[src/rtl/sdram_frame_arbiter.sv]
// Arbiter and burst sequencer that shares the full-page SDRAM controller between
// the camera write FIFO and the display read FIFO, double-buffering whole frames.
module sdram_frame_arbiter #(
   parameter int FRAME_BURSTS = 600,
   parameter int BUF1_BASE    = 1024
) (
   input  logic        clk,
   input  logic        rst,
   input  logic        wr_req,
   input  logic        wr_frame_start,
   input  logic        rd_req,
   input  logic        rd_frame_start,
   input  logic        ctrl_ready,
   input  logic        ctrl_f2s_valid,
   input  logic        ctrl_s2f_valid,
   output logic        ctrl_rw_en,
   output logic        ctrl_rw,
   output logic [14:0] ctrl_addr,
   output logic        wr_pop,
   output logic        rd_push,
   output logic        busy,
   output logic        wr_frame_done,
   output logic        rd_buf
);

   localparam int              IW       = $clog2(FRAME_BURSTS + 1);
   localparam logic [IW-1:0]   IDX_FULL = IW'(FRAME_BURSTS);
   localparam logic [IW-1:0]   IDX_LAST = IW'(FRAME_BURSTS - 1);
   localparam logic [IW-1:0]   IDX_ONE  = IW'(1);
   localparam logic [14:0]     BASE1    = 15'(BUF1_BASE);
   localparam logic [9:0]      BEATS    = 10'd512;
   localparam logic            GRANT_WR = 1'b0;
   localparam logic            GRANT_RD = 1'b1;

   typedef enum logic [1:0] {
      IDLE,
      ISSUE,
      WAIT_ACCEPT,
      WAIT_DONE
   } state_t;

   state_t        state, state_n;
   logic          rw_en_n, rw_n, busy_n, frame_done_n, rd_buf_n;
   logic [14:0]   addr_n;
   logic          wr_buf, wr_buf_n;
   logic [IW-1:0] wr_idx, wr_idx_n, rd_idx, rd_idx_n;
   logic          done_buf, done_buf_n, done_valid, done_valid_n;
   logic          last_grant, last_grant_n;
   logic [9:0]    beat_cnt, beat_cnt_n;
   logic          wr_pend, wr_pend_n, rd_pend, rd_pend_n;
   logic          wr_start_any, rd_start_any;
   logic          wr_elig, rd_elig, beat_valid, burst_done;

   function automatic logic [14:0] burst_addr(input logic buf_sel, input logic [IW-1:0] idx);
      burst_addr = (buf_sel ? BASE1 : 15'd0) + 15'(idx);
   endfunction

   // A frame-start pulse that lands mid-burst is remembered until the burst retires.
   assign wr_start_any = wr_frame_start | wr_pend;
   assign rd_start_any = rd_frame_start | rd_pend;
   assign wr_elig      = wr_req && (wr_idx < IDX_FULL);
   assign rd_elig      = rd_req && (rd_idx < IDX_FULL);
   assign beat_valid   = ctrl_rw ? ctrl_s2f_valid : ctrl_f2s_valid;

   assign wr_pop  = ctrl_f2s_valid & busy & ~ctrl_rw;
   assign rd_push = ctrl_s2f_valid & busy &  ctrl_rw;

   always_ff @(posedge clk or posedge rst) begin
      if (rst) begin
         state         <= IDLE;
         ctrl_rw_en    <= 1'b0;
         ctrl_rw       <= 1'b0;
         ctrl_addr     <= 15'd0;
         busy          <= 1'b0;
         wr_frame_done <= 1'b0;
         rd_buf        <= 1'b0;
         wr_buf        <= 1'b0;
         wr_idx        <= '0;
         rd_idx        <= '0;
         done_buf      <= 1'b0;
         done_valid    <= 1'b0;
         last_grant    <= GRANT_RD;
         beat_cnt      <= 10'd0;
         wr_pend       <= 1'b0;
         rd_pend       <= 1'b0;
      end else begin
         state         <= state_n;
         ctrl_rw_en    <= rw_en_n;
         ctrl_rw       <= rw_n;
         ctrl_addr     <= addr_n;
         busy          <= busy_n;
         wr_frame_done <= frame_done_n;
         rd_buf        <= rd_buf_n;
         wr_buf        <= wr_buf_n;
         wr_idx        <= wr_idx_n;
         rd_idx        <= rd_idx_n;
         done_buf      <= done_buf_n;
         done_valid    <= done_valid_n;
         last_grant    <= last_grant_n;
         beat_cnt      <= beat_cnt_n;
         wr_pend       <= wr_pend_n;
         rd_pend       <= rd_pend_n;
      end
   end

   always_comb begin
      state_n      = state;
      rw_en_n      = 1'b0;
      rw_n         = ctrl_rw;
      addr_n       = ctrl_addr;
      busy_n       = busy;
      frame_done_n = 1'b0;
      rd_buf_n     = rd_buf;
      wr_buf_n     = wr_buf;
      wr_idx_n     = wr_idx;
      rd_idx_n     = rd_idx;
      done_buf_n   = done_buf;
      done_valid_n = done_valid;
      last_grant_n = last_grant;
      beat_cnt_n   = beat_cnt;
      wr_pend_n    = wr_start_any;
      rd_pend_n    = rd_start_any;
      burst_done   = 1'b0;

      case (state)
         IDLE: begin
            // Frame starts are applied alone so no grant is latched from a stale index.
            if (!(wr_start_any || rd_start_any)) begin
               if (wr_elig && (!rd_elig || last_grant == GRANT_RD)) begin
                  rw_n         = GRANT_WR;
                  addr_n       = burst_addr(wr_buf, wr_idx);
                  last_grant_n = GRANT_WR;
                  busy_n       = 1'b1;
                  beat_cnt_n   = 10'd0;
                  state_n      = ISSUE;
               end else if (rd_elig) begin
                  rw_n         = GRANT_RD;
                  addr_n       = burst_addr(rd_buf, rd_idx);
                  last_grant_n = GRANT_RD;
                  busy_n       = 1'b1;
                  beat_cnt_n   = 10'd0;
                  state_n      = ISSUE;
               end
            end
         end
         ISSUE: begin
            if (ctrl_ready) begin
               rw_en_n = 1'b1;
               state_n = WAIT_ACCEPT;
            end
         end
         WAIT_ACCEPT: begin
            if (beat_valid && beat_cnt != BEATS) beat_cnt_n = beat_cnt + 10'd1;
            if (!ctrl_ready) state_n = WAIT_DONE;
         end
         WAIT_DONE: begin
            if (beat_valid && beat_cnt != BEATS) beat_cnt_n = beat_cnt + 10'd1;
            if (beat_cnt == BEATS && ctrl_ready) begin
               burst_done = 1'b1;
               busy_n     = 1'b0;
               state_n    = IDLE;
               if (ctrl_rw) begin
                  rd_idx_n = rd_idx + IDX_ONE;
               end else begin
                  wr_idx_n = wr_idx + IDX_ONE;
                  if (wr_idx == IDX_LAST) begin
                     done_buf_n   = wr_buf;
                     done_valid_n = 1'b1;
                     frame_done_n = 1'b1;
                  end
               end
            end
         end
         default: state_n = IDLE;
      endcase

      // Uses the post-completion frame status so a finishing frame is seen by a coincident start.
      if (state == IDLE || burst_done) begin
         if (wr_start_any) begin
            wr_idx_n  = '0;
            wr_pend_n = 1'b0;
            if (done_valid_n && done_buf_n == wr_buf) wr_buf_n = ~wr_buf;
         end
         if (rd_start_any) begin
            rd_idx_n  = '0;
            rd_pend_n = 1'b0;
            if (done_valid_n) rd_buf_n = done_buf_n;
         end
      end
   end

endmodule

[config.mk]
export PLATFORM = sky130hd
export DESIGN_NAME = sdram_frame_arbiter
export DESIGN_NICKNAME = d
export VERILOG_FILES = /design/src/rtl/sdram_frame_arbiter.sv
export SDC_FILE = /design/constraint.sdc
export NUM_CORES = 1
export LEC_CHECK = 0
export ABC_CLOCK_PERIOD_IN_PS = 4650
export CORE_ASPECT_RATIO = 0.9
export CORE_MARGIN = 8
export CORE_UTILIZATION = 30
export DETAILED_ROUTE_END_ITERATION = 7
export PLACE_DENSITY = 0.56
export SKIP_CTS_REPAIR_TIMING = 1
export SLEW_MARGIN = 20
export SYNTH_ARGS = -nofsm -noshare
export SYNTH_HDL_FRONTEND = slang
export SYNTH_SLANG_ARGS = --single-unit
export TNS_END_PERCENT = 100
[constraint.sdc]
create_clock -name clk -period 4.65 [get_ports clk]
set_input_delay 0.6975 -clock clk [delete_from_list [all_inputs] [get_ports clk]]
set_output_delay 0.6975 -clock clk [all_outputs]
set_load 0.005 [all_outputs]
==> impl_metrics.py <==
metrics = {
    "global_route": {
        "antenna_found_initial": 0,
        "grt_pass1_vias": 2223,
        "grt_usage_pct": 10.4,
        "grt_first_pass_wirelength_um": 11200,
        "grt_max_degree": 55,
        "overflow": 0,
    },
    "setup_path": {
        "cp_slowest_cell": "a21oi_1",
        "rr_worst_depth": 5,
        "r2r_slack_ns": 1.83,
        "critPathLaunch": "beat_cnt[2]$_DFFE_PP0P_",
        "critPathMaxFanout": 12,
        "arrival_ns": 3.06,
        "startpoint_type": "flop",
        "required_ns": 4.88,
        "crit_path_end_kind": "flop",
        "r2r_end": "rd_buf$_DFFE_PP0P_",
        "max_stage_delay_ns": 0.76,
        "critical-path-top-delay-family": "simple AND/OR/NAND/NOR gates",
        "cp_common_cell": "or4_4",
        "worstReg2RegStart": "beat_cnt[2]$_DFFE_PP0P_",
        "critPathBufInv": 0,
        "crit_chain": "or4_4 -> or4_4 -> a21oi_1 -> o21ai_0 -> a22oi_1",
        "criticalPathCategory": "reg2reg",
    },
    "placement": {
        "place_ws_ns": 1.56,
        "place_hpwl_um": 4950,
        "io_buffers": 26,
        "dpl_cell_area_sq_um": 3310,
        "gp_congestion": 0.805,
        "place_inst": 455,
    },
    "timing": {
        "tightest_slew_ns": 0.920,
        "fin_setup_tns_ns": 0,
        "relSlewSlack_pct": 38.7,
        "rsz0062_at_grt": "no",
        "fin_ws_ns": 1.83,
        "whs_ns": 0.535,
        "post-route-min-period_ns": 2.82,
        "slew_violations": 0,
        "skew_ns": 0.0123,
        "setup_viol": 0,
        "post-route-period-util_pct": 60.7,
        "final_hold_viol_count": 0,
        "max_freq_mhz": 354,
    },
    "logic_synthesis": {
        "ys_ff_latch": 54,
        "synth_area_leaders": "dfrtp_1, nor2_1, mux2i_1",
        "ys_warn_count": 0,
        "postSynthCellCount": 313,
        "yosysTopAreaCellShare_pct": 45.0,
        "synthFlopType": "dfrtp_1",
        "synth-seq-area-share_pct": 45.9,
        "yosysTopAreaCell": "dfrtp_1",
        "synth_edf_count": 0,
        "synth_common_cells": "dfrtp_1, nor2_1, a21oi_1",
        "ys_types": 49,
        "mappedNetlistArea_sq_um": 2950,
        "syn_avg_cell_area_sq_um": 9.42,
        "async_reset_ff_share_pct": 100,
        "yosysMostFrequentCell": "dfrtp_1",
    },
    "hold_path": {
        "whs_endpoint": "ctrl_addr[4]$_DFFE_PP0P_",
        "hold_class": "reg2reg",
        "holdPathStages": 2,
        "min_from": "ctrl_addr[4]$_DFFE_PP0P_",
    },
    "floorplanning": {
        "dieWidth_um": 120,
        "coreArea_sq_um": 9610,
        "chipHeight_um": 110,
        "initial_utilization_pct": 30.7,
        "die-area_sq_um": 13300,
        "io_pins": 31,
        "std_cell_rows": 34,
    },
    "route": {
        "drtIter0Drc": 100,
        "viasPerCell": 4.98,
        "wirelength_um": 6710,
        "drtAntennaViolNets": 0,
        "routed-via-count": 2304,
        "remaining_drc_errors": 0,
        "wire_per_inst_um": 14.5,
        "drt_pre_antenna_iters": 4,
    },
    "cts": {
        "clk_pin_slew_ns": 0.11,
        "cts.sinks": 54,
        "cts-root-buf": "clkbuf_8",
        "cts_tree": "built",
        "cts_buffers": 5,
        "clk_latency_ns": 0.32,
        "cts_buffer_depth": 2,
        "htree_levels": 2,
    },
    "power": {
        "sw_frac_of_total_pct": 38.0,
        "vdd_drop_max_mv": 0.289,
        "seq_power_share_pct": 40.9,
        "p_leak_nw": 1.42,
        "combPwrFrac_pct": 41.1,
        "pwr_density_cell_nw_per_um2": 466,
        "internal-power_mw": 0.985,
        "p_switching_mw": 0.604,
        "clkPwrFrac_pct": 18.0,
    },
    "layout": {
        "drive_gt1_share_pct": 8.31,
        "fin_nets": 353,
        "syn_to_final_growth_pct": 15.8,
        "final_cells": 463,
        "stdcell_area_sq_um": 3410,
        "antenna_cells": 0,
    },
    "run": {
        "drv_cap": 0,
    },
    "outcome": {
        "status": "complete, no violations",
    },
}
-- power groups by stage --
stage | registers (mW) | clock network (mW) | logic, mW
after floorplan | 0.642 | 0 | 0.448
after global placement | 0.659 | 0 | 0.648
after detailed placement | 0.661 | 0 | 0.656
after CTS | 0.651 | 0.296 | 0.659
after global routing | 0.665 | 0.314 | 0.723
final | 0.649 | 0.286 | 0.653
-- worst max path at each step --
stage / cells past startpoint / end
6_report: 5 / rd_buf$_DFFE_PP0P_
5_1_grt: 5 / wr_buf$_DFFE_PP0P_
3_5_place_dp: 6 / rd_buf$_DFFE_PP0P_
2_1_floorplan: 6 / rd_idx[9]$_DFF_PP0_
3_3_place_gp: 6 / rd_buf$_DFFE_PP0P_
4_1_cts: 5 / wr_buf$_DFFE_PP0P_
-- state kept, by name, indices dropped and copies added (netlist names) --
register / flops
beat_cnt: 10
done_valid: 1
rd_idx: 10
wr_pend: 1
last_grant: 1
ctrl_rw_en: 1
ctrl_addr: 11
rd_buf: 1
ctrl_rw: 1
wr_idx: 10
wr_buf: 1
rd_pend: 1
wr_frame_done: 1
done_buf: 1
state: 2
busy: 1
-- area by class of cell --
class,count,area [sq um]
Sequential cell,54,1350
Clock buffer,5,68.8
Timing Repair Buffer,29,283
Tap cell,126,158
Fill cell,1011,6200
Multi-Input combinational cell,226,1450
Clock inverter,3,28.8
Inverter,20,75.1
-- metrics by stage --
stage | total power, mW | util (%)
6_report | 1.59 | 35.5
5_1_grt | 1.70 | 35.5
4_1_cts | 1.61 | 35.4
3_5_place_dp | 1.32 | 34.4
3_3_place_gp | 1.31 | 34.4
2_1_floorplan | 1.09 | -
-- worst min-delay path, stage by stage (launching register included) --
cell and delay, ns:
dfrtp_1 0.36, nor2_1 0.05, a21oi_1 0.10
-- cell families (layout without fill, tap and decap cells) --
kind of cell | after synthesis | count (layout) | share of synthesized area (%)
adder cells (fa/ha/maj) | 8 | 8 | 3.40
AO/OA/AOI/OAI | 57 | 57 | 12.1
multiplexers | 19 | 19 | 6.66
AND/OR/NAND/NOR | 121 | 121 | 21.0
XOR/XNOR | 17 | 17 | 5.05
buffers and inverters | 36 | 57 | 5.77
other | 1 | 4 | 0.127
flip-flops | 54 | 54 | 45.9
-- metal layers --
layer	GRT usage [%]	routed length (um)	vias up
met5	0	0	-
met3	3.00	303	2
li1	-	-	1145
met4	1.87	26	0
met1	14.7	3490	1114
met2	15.6	2890	43
-- layout by cell type, fill, tap and decap left out, types with 2 or more instances in the layout --
cell type,count
conb_1,4
dfrtp_1,53
o21ai_0,5
inv_1,19
xor2_1,6
and2_1,2
nor3_1,8
and3_1,3
nor4_1,8
mux2i_1,14
ha_1,8
or3_1,5
nor2_1,39
nand2_1,21
xnor2_1,11
clkdlybuf4s50_1,26
a21oi_1,23
nand4_1,5
a221oi_1,4
or2_2,2
a21o_1,2
nand3_1,15
o211ai_1,2
mux2_2,5
clkbuf_8,5
or4_4,3
o22ai_1,11
buf_4,3
Note: power is estimated with default switching activity, not from simulation.
